===== config.mk =====
export PLATFORM = sky130hd
export DESIGN_NAME = xbar_rtn_rob
export DESIGN_NICKNAME = d
export VERILOG_FILES = /design/src/rtl/xbar_rtn_rob.sv
export SDC_FILE = /design/constraint.sdc
export NUM_CORES = 2
export LEC_CHECK = 0
export CAP_MARGIN = 20
export CORE_ASPECT_RATIO = 0.7
export CORE_MARGIN = 2
export CORE_UTILIZATION = 45
export DETAILED_ROUTE_END_ITERATION = 8
export GPL_TIMING_DRIVEN = 1
export PLACE_DENSITY = 0.63
export SLEW_MARGIN = 25
export SYNTH_ARGS = -nofsm -noshare
export SYNTH_HDL_FRONTEND = slang
export SYNTH_SLANG_ARGS = --single-unit

===== constraint.sdc =====
create_clock -name clk_i -period 12 [get_ports clk_i]
set_input_delay 1.2 -clock clk_i [delete_from_list [all_inputs] [get_ports clk_i]]
set_output_delay 1.2 -clock clk_i [all_outputs]
set_load 0.005 [all_outputs]

===== src/rtl/xbar_rtn_rob.sv =====
// Per-channel reorder buffer behind the SRAM controller xbar return port.
// Hands out rob numbers, captures tagged out-of-order returns and retires them in order.
module xbar_rtn_rob (
    input  logic         clk_i,
    input  logic         rst_i,
    input  logic         alloc_valid_i,
    output logic         alloc_ready_o,
    input  logic [1:0]   alloc_channel_id_i,
    output logic [2:0]   alloc_rob_num_o,
    input  logic         sc_xbar_valid_i,
    output logic         sc_xbar_ready_o,
    input  logic [1:0]   sc_xbar_channel_id_i,
    input  logic [2:0]   sc_xbar_rob_num_i,
    input  logic [127:0] sc_xbar_data_i,
    output logic         rob_rsp_valid_o,
    input  logic         rob_rsp_ready_i,
    output logic [1:0]   rob_rsp_channel_id_o,
    output logic [127:0] rob_rsp_data_o,
    output logic [3:0]   rob_ch_empty_o,
    output logic         rob_err_o
);
    localparam int unsigned CH_NUM    = 4;
    localparam int unsigned ROB_DEPTH = 8;
    localparam int unsigned DW        = 128;
    localparam int unsigned CW        = 2;
    localparam int unsigned RW        = 3;
    localparam int unsigned PW        = RW + 1;

    logic [CH_NUM-1:0][PW-1:0]        alloc_ptr_q, alloc_ptr_d;
    logic [CH_NUM-1:0][PW-1:0]        retire_ptr_q, retire_ptr_d;
    logic [CH_NUM-1:0][ROB_DEPTH-1:0] alloc_v_q, alloc_v_d;
    logic [CH_NUM-1:0][ROB_DEPTH-1:0] fill_v_q, fill_v_d;
    logic [CW-1:0]                    rr_ptr_q, rr_ptr_d;
    logic [CW-1:0]                    lock_ch_q, lock_ch_d;
    logic                             lock_q, lock_d;
    logic                             err_q, err_d;
    logic [DW-1:0]                    data_q [CH_NUM][ROB_DEPTH];

    logic [CH_NUM-1:0] full;
    logic [CH_NUM-1:0] empty;
    logic [CH_NUM-1:0] cand;
    logic              alloc_hs;
    logic              fill_hs;
    logic              fill_ok;
    logic              rsp_hs;
    logic [CW-1:0]     pick_ch;
    logic [CW-1:0]     scan_ch;
    logic [CW-1:0]     grant_ch;
    logic [RW-1:0]     head_rob;

    // Occupancy and head-ready flags, all from registered pointers.
    for (genvar c = 0; c < CH_NUM; c++) begin : g_ch
        assign full[c]  = (alloc_ptr_q[c][RW-1:0] == retire_ptr_q[c][RW-1:0]) &&
                          (alloc_ptr_q[c][RW] != retire_ptr_q[c][RW]);
        assign empty[c] = (alloc_ptr_q[c] == retire_ptr_q[c]);
        assign cand[c]  = fill_v_q[c][retire_ptr_q[c][RW-1:0]];
    end

    // Round-robin scan from rr_ptr; highest offset first so the nearest candidate wins.
    always_comb begin
        pick_ch = rr_ptr_q;
        scan_ch = '0;
        for (int i = int'(CH_NUM) - 1; i >= 0; i--) begin
            scan_ch = rr_ptr_q + CW'(i);
            if (cand[scan_ch]) begin
                pick_ch = scan_ch;
            end
        end
    end

    assign grant_ch = lock_q ? lock_ch_q : pick_ch;
    assign head_rob = retire_ptr_q[grant_ch][RW-1:0];

    assign alloc_ready_o        = !rst_i && !full[alloc_channel_id_i];
    assign alloc_rob_num_o      = alloc_ptr_q[alloc_channel_id_i][RW-1:0];
    assign sc_xbar_ready_o      = !rst_i;
    assign rob_rsp_valid_o      = |cand;
    assign rob_rsp_channel_id_o = grant_ch;
    assign rob_rsp_data_o       = data_q[grant_ch][head_rob];
    assign rob_ch_empty_o       = empty;
    assign rob_err_o            = err_q;

    assign alloc_hs = alloc_valid_i && alloc_ready_o;
    assign fill_hs  = sc_xbar_valid_i && sc_xbar_ready_o;
    assign rsp_hs   = rob_rsp_valid_o && rob_rsp_ready_i;
    // Entries allocated this very cycle are not yet visible here, so such fills error out.
    assign fill_ok  = alloc_v_q[sc_xbar_channel_id_i][sc_xbar_rob_num_i] &&
                      !fill_v_q[sc_xbar_channel_id_i][sc_xbar_rob_num_i];

    always_comb begin
        alloc_ptr_d  = alloc_ptr_q;
        retire_ptr_d = retire_ptr_q;
        alloc_v_d    = alloc_v_q;
        fill_v_d     = fill_v_q;
        rr_ptr_d     = rr_ptr_q;
        lock_d       = lock_q;
        lock_ch_d    = lock_ch_q;
        err_d        = err_q;

        if (alloc_hs) begin
            alloc_v_d[alloc_channel_id_i][alloc_rob_num_o] = 1'b1;
            alloc_ptr_d[alloc_channel_id_i] = alloc_ptr_q[alloc_channel_id_i] + PW'(1);
        end

        if (fill_hs) begin
            if (fill_ok) begin
                fill_v_d[sc_xbar_channel_id_i][sc_xbar_rob_num_i] = 1'b1;
            end else begin
                err_d = 1'b1;
            end
        end

        // Retire the granted head, or pin the grant while the consumer stalls.
        if (rsp_hs) begin
            alloc_v_d[grant_ch][head_rob] = 1'b0;
            fill_v_d[grant_ch][head_rob]  = 1'b0;
            retire_ptr_d[grant_ch] = retire_ptr_q[grant_ch] + PW'(1);
            rr_ptr_d = grant_ch + CW'(1);
            lock_d   = 1'b0;
        end else if (rob_rsp_valid_o) begin
            lock_d    = 1'b1;
            lock_ch_d = grant_ch;
        end
    end

    always_ff @(posedge clk_i) begin
        if (rst_i) begin
            alloc_ptr_q  <= '0;
            retire_ptr_q <= '0;
            alloc_v_q    <= '0;
            fill_v_q     <= '0;
            rr_ptr_q     <= '0;
            lock_q       <= 1'b0;
            lock_ch_q    <= '0;
            err_q        <= 1'b0;
        end else begin
            alloc_ptr_q  <= alloc_ptr_d;
            retire_ptr_q <= retire_ptr_d;
            alloc_v_q    <= alloc_v_d;
            fill_v_q     <= fill_v_d;
            rr_ptr_q     <= rr_ptr_d;
            lock_q       <= lock_d;
            lock_ch_q    <= lock_ch_d;
            err_q        <= err_d;
        end
    end

    // Return data storage; not reset.
    always_ff @(posedge clk_i) begin
        if (fill_hs && fill_ok) begin
            data_q[sc_xbar_channel_id_i][sc_xbar_rob_num_i] <= sc_xbar_data_i;
        end
    end

endmodule


# After elaboration in Yosys (flattened, before gate mapping)
# Memories as Yosys holds them, arrays and structs flattened.
# Index checks and enable logic that the tools add are counted.
[classes] n_mux=65 magnitude_cmp=23 bitwise_logic=9 reduce_logical=24 add_sub_neg=6 eq_ne=12
[ops] cell="2-to-1 mux 1024 bit" count=1
[ops] cell="binary-select mux 128 bit (select 3 bit)" count=1
[ops] cell="demux 128 bit (select 3 bit)" count=1
[ops] cell="2-to-1 mux 128 bit" count=3
[ops] cell="2-to-1 mux 32 bit" count=5
[ops] cell="AND 32 bit" count=2
[ops] cell="OR 32 bit" count=2
[ops] cell="demux 8 bit (select 2 bit)" count=3
[ops] cell="2-to-1 mux 8 bit" count=5
[ops] cell="binary-select mux 8 bit (select 2 bit)" count=2
[ops] cell="bitwise mux 16 bit" count=2
[ops] cell="NOT 32 bit" count=1
[ops] cell="less-than comparator 3 x 4 -> 1 bit, second input constant" count=7
[ops] cell="less-than comparator 2 x 3 -> 1 bit, second input constant" count=7
[ops] cell="binary-select mux 1 bit (select 3 bit)" count=6
[ops] cell="logical AND 1 bit" count=17
[ops] cell="binary-select mux 4 bit (select 2 bit)" count=2
[ops] cell="demux 4 bit (select 2 bit)" count=2
[ops] cell="== test 4 bit" count=4
[ops] cell="2-to-1 mux 4 bit" count=4
[ops] cell="2-to-1 mux 1 bit" count=15
[ops] cell="== test 3 bit" count=4
[ops] cell="binary-select mux 1 bit (select 2 bit)" count=5
[ops] cell="2-to-1 mux 2 bit" count=5
[ops] cell="15 further kinds" count=33
[word_totals] input_bits=140 n_memories=1 out_inout_bits=141 word_cells=160 ff_bits=102 mem_bits_rw=4096
[memory_table] memory="data_q" depth=4 width=1024 read_ports=1 rd_ports_with_merged_regs=0 write_ports=1 line="37" rtl="logic [DW-1:0] data_q [CH_NUM][ROB_DEPTH];"

# Longest topological paths before layout
[logic_depth] word_depth=20 depth_mapped=18 ltp_nobuf=11

# Worst setup path before layout
# Ideal clock, no wire load.
[synth_timing] path_kind="input-to-reg" startpoint="input port sc_xbar_channel_id_i[0]" endpoint="memory data_q[1][0] (netlist name), enable pin" cell_stages=9 n_path_buf=2 t_arrival_ns=8.793 slack_ns=2.588 required_time_ns=11.381 cell_sequence="buf_1 > clkbuf_1 > mux4_2 > a22o_1 > nor2_1 > nand4_1 > nor3b_1 > nand3_1 > nor2_1"
[synth_between] elab_chain_cells=9 elab_cells_between_ends=13 classes_between="mux (10); reduce/logical (3)"
[synth_rtl] item="start: declaration" line="12" rtl="input logic [1:0] sc_xbar_channel_id_i,"
[synth_rtl] item="binary-select mux 8 bit (select 2 bit)" line="88" rtl="!fill_v_q[sc_xbar_channel_id_i][sc_xbar_rob_num_i];"
[synth_rtl] item="2-to-1 mux 8 bit (not written as such)" line="88"
[synth_rtl] item="binary-select mux 1 bit (select 3 bit)" line="88"
[synth_rtl] item="2-to-1 mux 1 bit (not written as such)" line="88"
[synth_rtl] item="zero test 1 bit" line="88"
[synth_rtl] item="logical AND 1 bit" line="87" rtl="assign fill_ok = alloc_v_q[sc_xbar_channel_id_i][sc_xbar_rob_num_i] &&"
[synth_rtl] item="logical AND 1 bit" line="150" rtl="if (fill_hs && fill_ok) begin"
[synth_rtl] item="2-to-1 mux 1 bit" line="150"
[synth_rtl] item="2-to-1 mux 1024 bit (not written as such)" line="151" rtl="data_q[sc_xbar_channel_id_i][sc_xbar_rob_num_i] <= sc_xbar_data_i;"
[synth_rtl] item="end: declaration" line="37"
# Several ways; a longest one is shown, not always the timed one. The select of a mux whose other input is x is not followed.

# Worst setup path in the final report
[layout_timing] startpoint="register retire_ptr_q[13] (netlist name)" endpoint="output port rob_rsp_data_o[65]"
[layout_between] elab_chain_cells=15 elab_cells_between_ends=22 classes_between="mux (20); bitwise (1); memory (1)"
[layout_rtl] item="start: declaration" line="30" rtl="logic [CH_NUM-1:0][PW-1:0] retire_ptr_q, retire_ptr_d;"
[layout_rtl] item="start signal: assignment" line="138" rtl="retire_ptr_q <= retire_ptr_d;"
[layout_rtl] item="binary-select mux 1 bit (select 3 bit)" line="56" rtl="assign cand[c] = fill_v_q[c][retire_ptr_q[c][RW-1:0]];"
[layout_rtl] item="2-to-1 mux 1 bit (not written as such)" line="56"
[layout_rtl] item="binary-select mux 1 bit (select 2 bit)" line="65" rtl="if (cand[scan_ch]) begin"
[layout_rtl] item="2-to-1 mux 1 bit (not written as such)" line="65"
[layout_rtl] item="2-to-1 mux 2 bit (4 in series)" line="65"
[layout_rtl] item="2-to-1 mux 2 bit" line="71" rtl="assign grant_ch = lock_q ? lock_ch_q : pick_ch;"
[layout_rtl] item="binary-select mux 4 bit (select 2 bit)" line="72" rtl="assign head_rob = retire_ptr_q[grant_ch][RW-1:0];"
[layout_rtl] item="2-to-1 mux 4 bit"
[layout_rtl] item="NOT 3 -> 4 bit (not written as such)" line="79" rtl="assign rob_rsp_data_o = data_q[grant_ch][head_rob];"
[layout_rtl] item="binary-select mux 128 bit (select 3 bit) *" line="79"
[layout_rtl] item="2-to-1 mux 128 bit (not written as such) * (2 in series)" line="79"
[layout_rtl] item="end: declaration" line="18" rtl="output logic [127:0] rob_rsp_data_o,"
# Mark *: on every way between the ends. The rest lies on a longest branch, timed or not. The select of a mux whose other input is x is not followed.

==> impl_results.md <==
- Post-cts gate resize count: 0
- GRT overflow: 0
- DR iter-0 viols: 14.9k
- Slew headroom: 19.6%
- Hpwl dp: 247000 um
- CP required: 10.80 ns
- H-tree depth: 5
- DR pass1 iterations: 8
- Largest net degree at the start of global routing: 182
- Fin area: 185000 sq um
- Largest family of logic cells by synthesized area: simple AND/OR/NAND/NOR gates
- Pre-CTS WS: 3.79 ns
- Overall global routing resource usage: 26.7%
- # DRC: 0
- Overall power: 28.9 mW
- Critical path's top delay family: buffers and inverters
- Critical-path maximum fanout: 82
- Syn Std Cell Area: 164000 sq um
- Die Height: 509 um
- Die Wd: 726 um
- Maxcap violations: 0
- Synth top cells by count: 4096 x edfxtp_1, 2104 x nand2_1, 1020 x nand3_1
- Routed WL: 505000 um
- CTS Buf Count: 395
- Endpoints failing hold: 0
- CTS tree: built
- Minimum clock period: 9.25 ns
- Post-synthesis sequential area ratio: 76.2%
- Area of the multi-input gates: 35600 sq um
- Max Slew Vio Count: 0
- Vias in the first global route: 96.2k
- Worst path max stage delay: 0.85 ns
- CTS Hold Buffers Added: 0
- Seq cells post-synth: 4198
- CP Cell Sequence: mux4_2, mux2i_1, nand3_1, o2111ai_4, buf_4, inv_8, or4_1, and3_1, nor3_4, buf_4, buf_4, a311oi_1, nand4_1, clkdlybuf4s50_1
- WHS Path Cells: 2
- Antenna-violating nets left: 0
- Post-synthesis mux area share: 4.81%
- Layout cell share with drive strength beyond 1: 10.5%
- Initial antenna violation count: 58
- Most used cell, CP: buf_4
- Post-Route Skew: 0.0742 ns
- Top cell type's share of synthesized area: 75.0%
- Clock tree buffer depth: 4
- Register area: 125000 sq um
- Reg clk slew, reported paths: 0.06 ns
- Setup Buffers After CTS: 0
- Mean post-synth cell area: 15.0 sq um
- Initial Utilization: 45.2%
- Achievable Freq: 0.108 GHz
- Placed Area: 172000 sq um
- Worst-skew pair later-pin latency: 0.96 ns
- Critical path arrival: 8.05 ns
- Clk root buf: clkbuf_16
- Fillers: 29.6k
- Core Area: 363000 sq um
- DR vias: 102k
- Sum Neg Setup Slack: 0 ns
- Nets: 11.2k
- Kind of critical path: reg2out
- Post-synth ARST share: 0%
- Row cnt: 185
- Simple-gate portion of the synthesized area: 11.7%
- Clock sink count: 4198
- CP bufs+invs: 5
- Port Buffers: 280
- Leakage: 59.5 nW
- Vias/cell: 6.27
- Die area: 370000 sq um
- Xor/xnor cell area share of the yosys netlist: 0.112%
- CP Launch Type: flip-flop
- Post-Syn Nets: 11.1k
- Final period utilization: 77.1%
- Final worst setup slack: 2.75 ns
- Top cells by area, synth: edfxtp_1 75%, nand2_1 4.8%, mux4_2 3.8%, nand3_1 3.1%, a21oi_1 1.4%
- Synth Area in Compound Gates: 4.79%
- Post-synth EDFFs: 4096
- Count of final setup violators: 0
- WL per Instance: 31.0 um
- I/O Pins: 281
- Yosys warnings: 0
- First-pass GRT wire length: 716000 um
- Adder-cell share of the synthesized area: 0.0381%
- Netlist cell types: 73
- Final core occ: 50.9%
- CP Depth: 14
- VDD IR max: 119 uV
- Master of the slowest instance on the critical path: buf_4
- Main flop type after synthesis: edfxtp_1
- RSZ-0062 raised after global routing: no
- Power Dens Cells: 156 nW/um^2
- Slew @ Worst Pin: 1.21 ns
- GPL Wtd Cong: 0.827
- Crit path capture type: output pin
- P&R area growth vs syn: 12.6%
- Worst min path class: reg2reg
- DP Cell Count: 15.5k
- Hold slack final: 0.484 ns
- Synth Instances: 11.0k
- Non-filler instance count after layout: 16.3k
- R2R depth: 12
- Status: complete, no violations
- Cell with the most instances after synthesis: edfxtp_1
- Synth area leader: edfxtp_1
tightest hold or removal path: cells and delay by family (launching register included):
kind / cells / cell delay (ns)
AOI/OAI and AO/OA: 1 / 0.04
DFF: 1 / 0.33
and+or+nand+nor: 1 / 0.07
power breakdown:
group / internal, mW / leakage [nW] / switching, mW
logic: 0.0463 / 15.6 / 0.245
registers: 16.1 / 37.6 / 0.00167
clock network: 7.02 / 6.22 / 5.49
layer usage:
layer,track usage (%),routed length [um],part of all wire (%),vias up
li1,-,-,-,42253
met1,39.7,205000,41,52154
met2,39.6,220000,44,6667
met3,6.47,65500,13,913
met4,6.95,13700,2.7,50
met5,0,303,0.060,-
state kept, by name (all words and copies together) (netlist names):
register and flops:
fill_v_q 32, data_q 4096, lock_q 1, alloc_v_q 32
lock_ch_q 2, rob_err_o 1, retire_ptr_q 16, alloc_ptr_q 16
rr_ptr_q 2
worst paths after layout:
kind	start	slack, ns	end
max	retire_ptr_q[13]	2.75	rob_rsp_data_o[65]
min	rob_err_o	0.48	rob_err_o
max reg2reg	retire_ptr_q[0]	6.33	alloc_v_q[16]
min reg2reg	rob_err_o	0.48	rob_err_o
logic make-up (layout without fill, tap and decap cells):
| logic type | Yosys count | in the layout |
|---|---|---|
| flip-flops | 4198 | 4198 |
| XOR/XNOR | 21 | 21 |
| adder cells (fa/ha/maj) | 5 | 5 |
| AND/OR/NAND/NOR | 4210 | 4210 |
| other | 0 | 21 |
| AO/OA/AOI/OAI | 1191 | 1191 |
| buffers and inverters | 891 | 1326 |
| multiplexers | 443 | 443 |
cell type report:
| type | count | share of cell area, % |
|---|---|---|
| clock buffers | 474 | 5.61 |
| flip-flops and latches | 4198 | 67.7 |
| diodes | 21 | 0.0285 |
| clock inverters | 242 | 1.28 |
| well taps | 4862 | 3.29 |
| inverters | 132 | 0.281 |
| multi-input cells | 5870 | 19.3 |
| repair buffers | 478 | 2.52 |
placed cells by master, fill, tap and decap left out, types with 125 or more instances in the layout:
| master | instances |
|---|---|
| nor3_1 | 282 |
| edfxtp_1 | 4096 |
| inv_1 | 130 |
| mux2i_1 | 163 |
| mux4_2 | 276 |
| or3_1 | 125 |
| clkbuf_16 | 402 |
| buf_4 | 132 |
| o21ai_0 | 128 |
| nand3_1 | 1020 |
| clkdlybuf4s50_1 | 189 |
| a221oi_1 | 125 |
| a211oi_1 | 275 |
| a21oi_1 | 452 |
| nand4_1 | 250 |
| nand2_1 | 2104 |
| and3_1 | 264 |
Power figures use the tool's default switching activity.
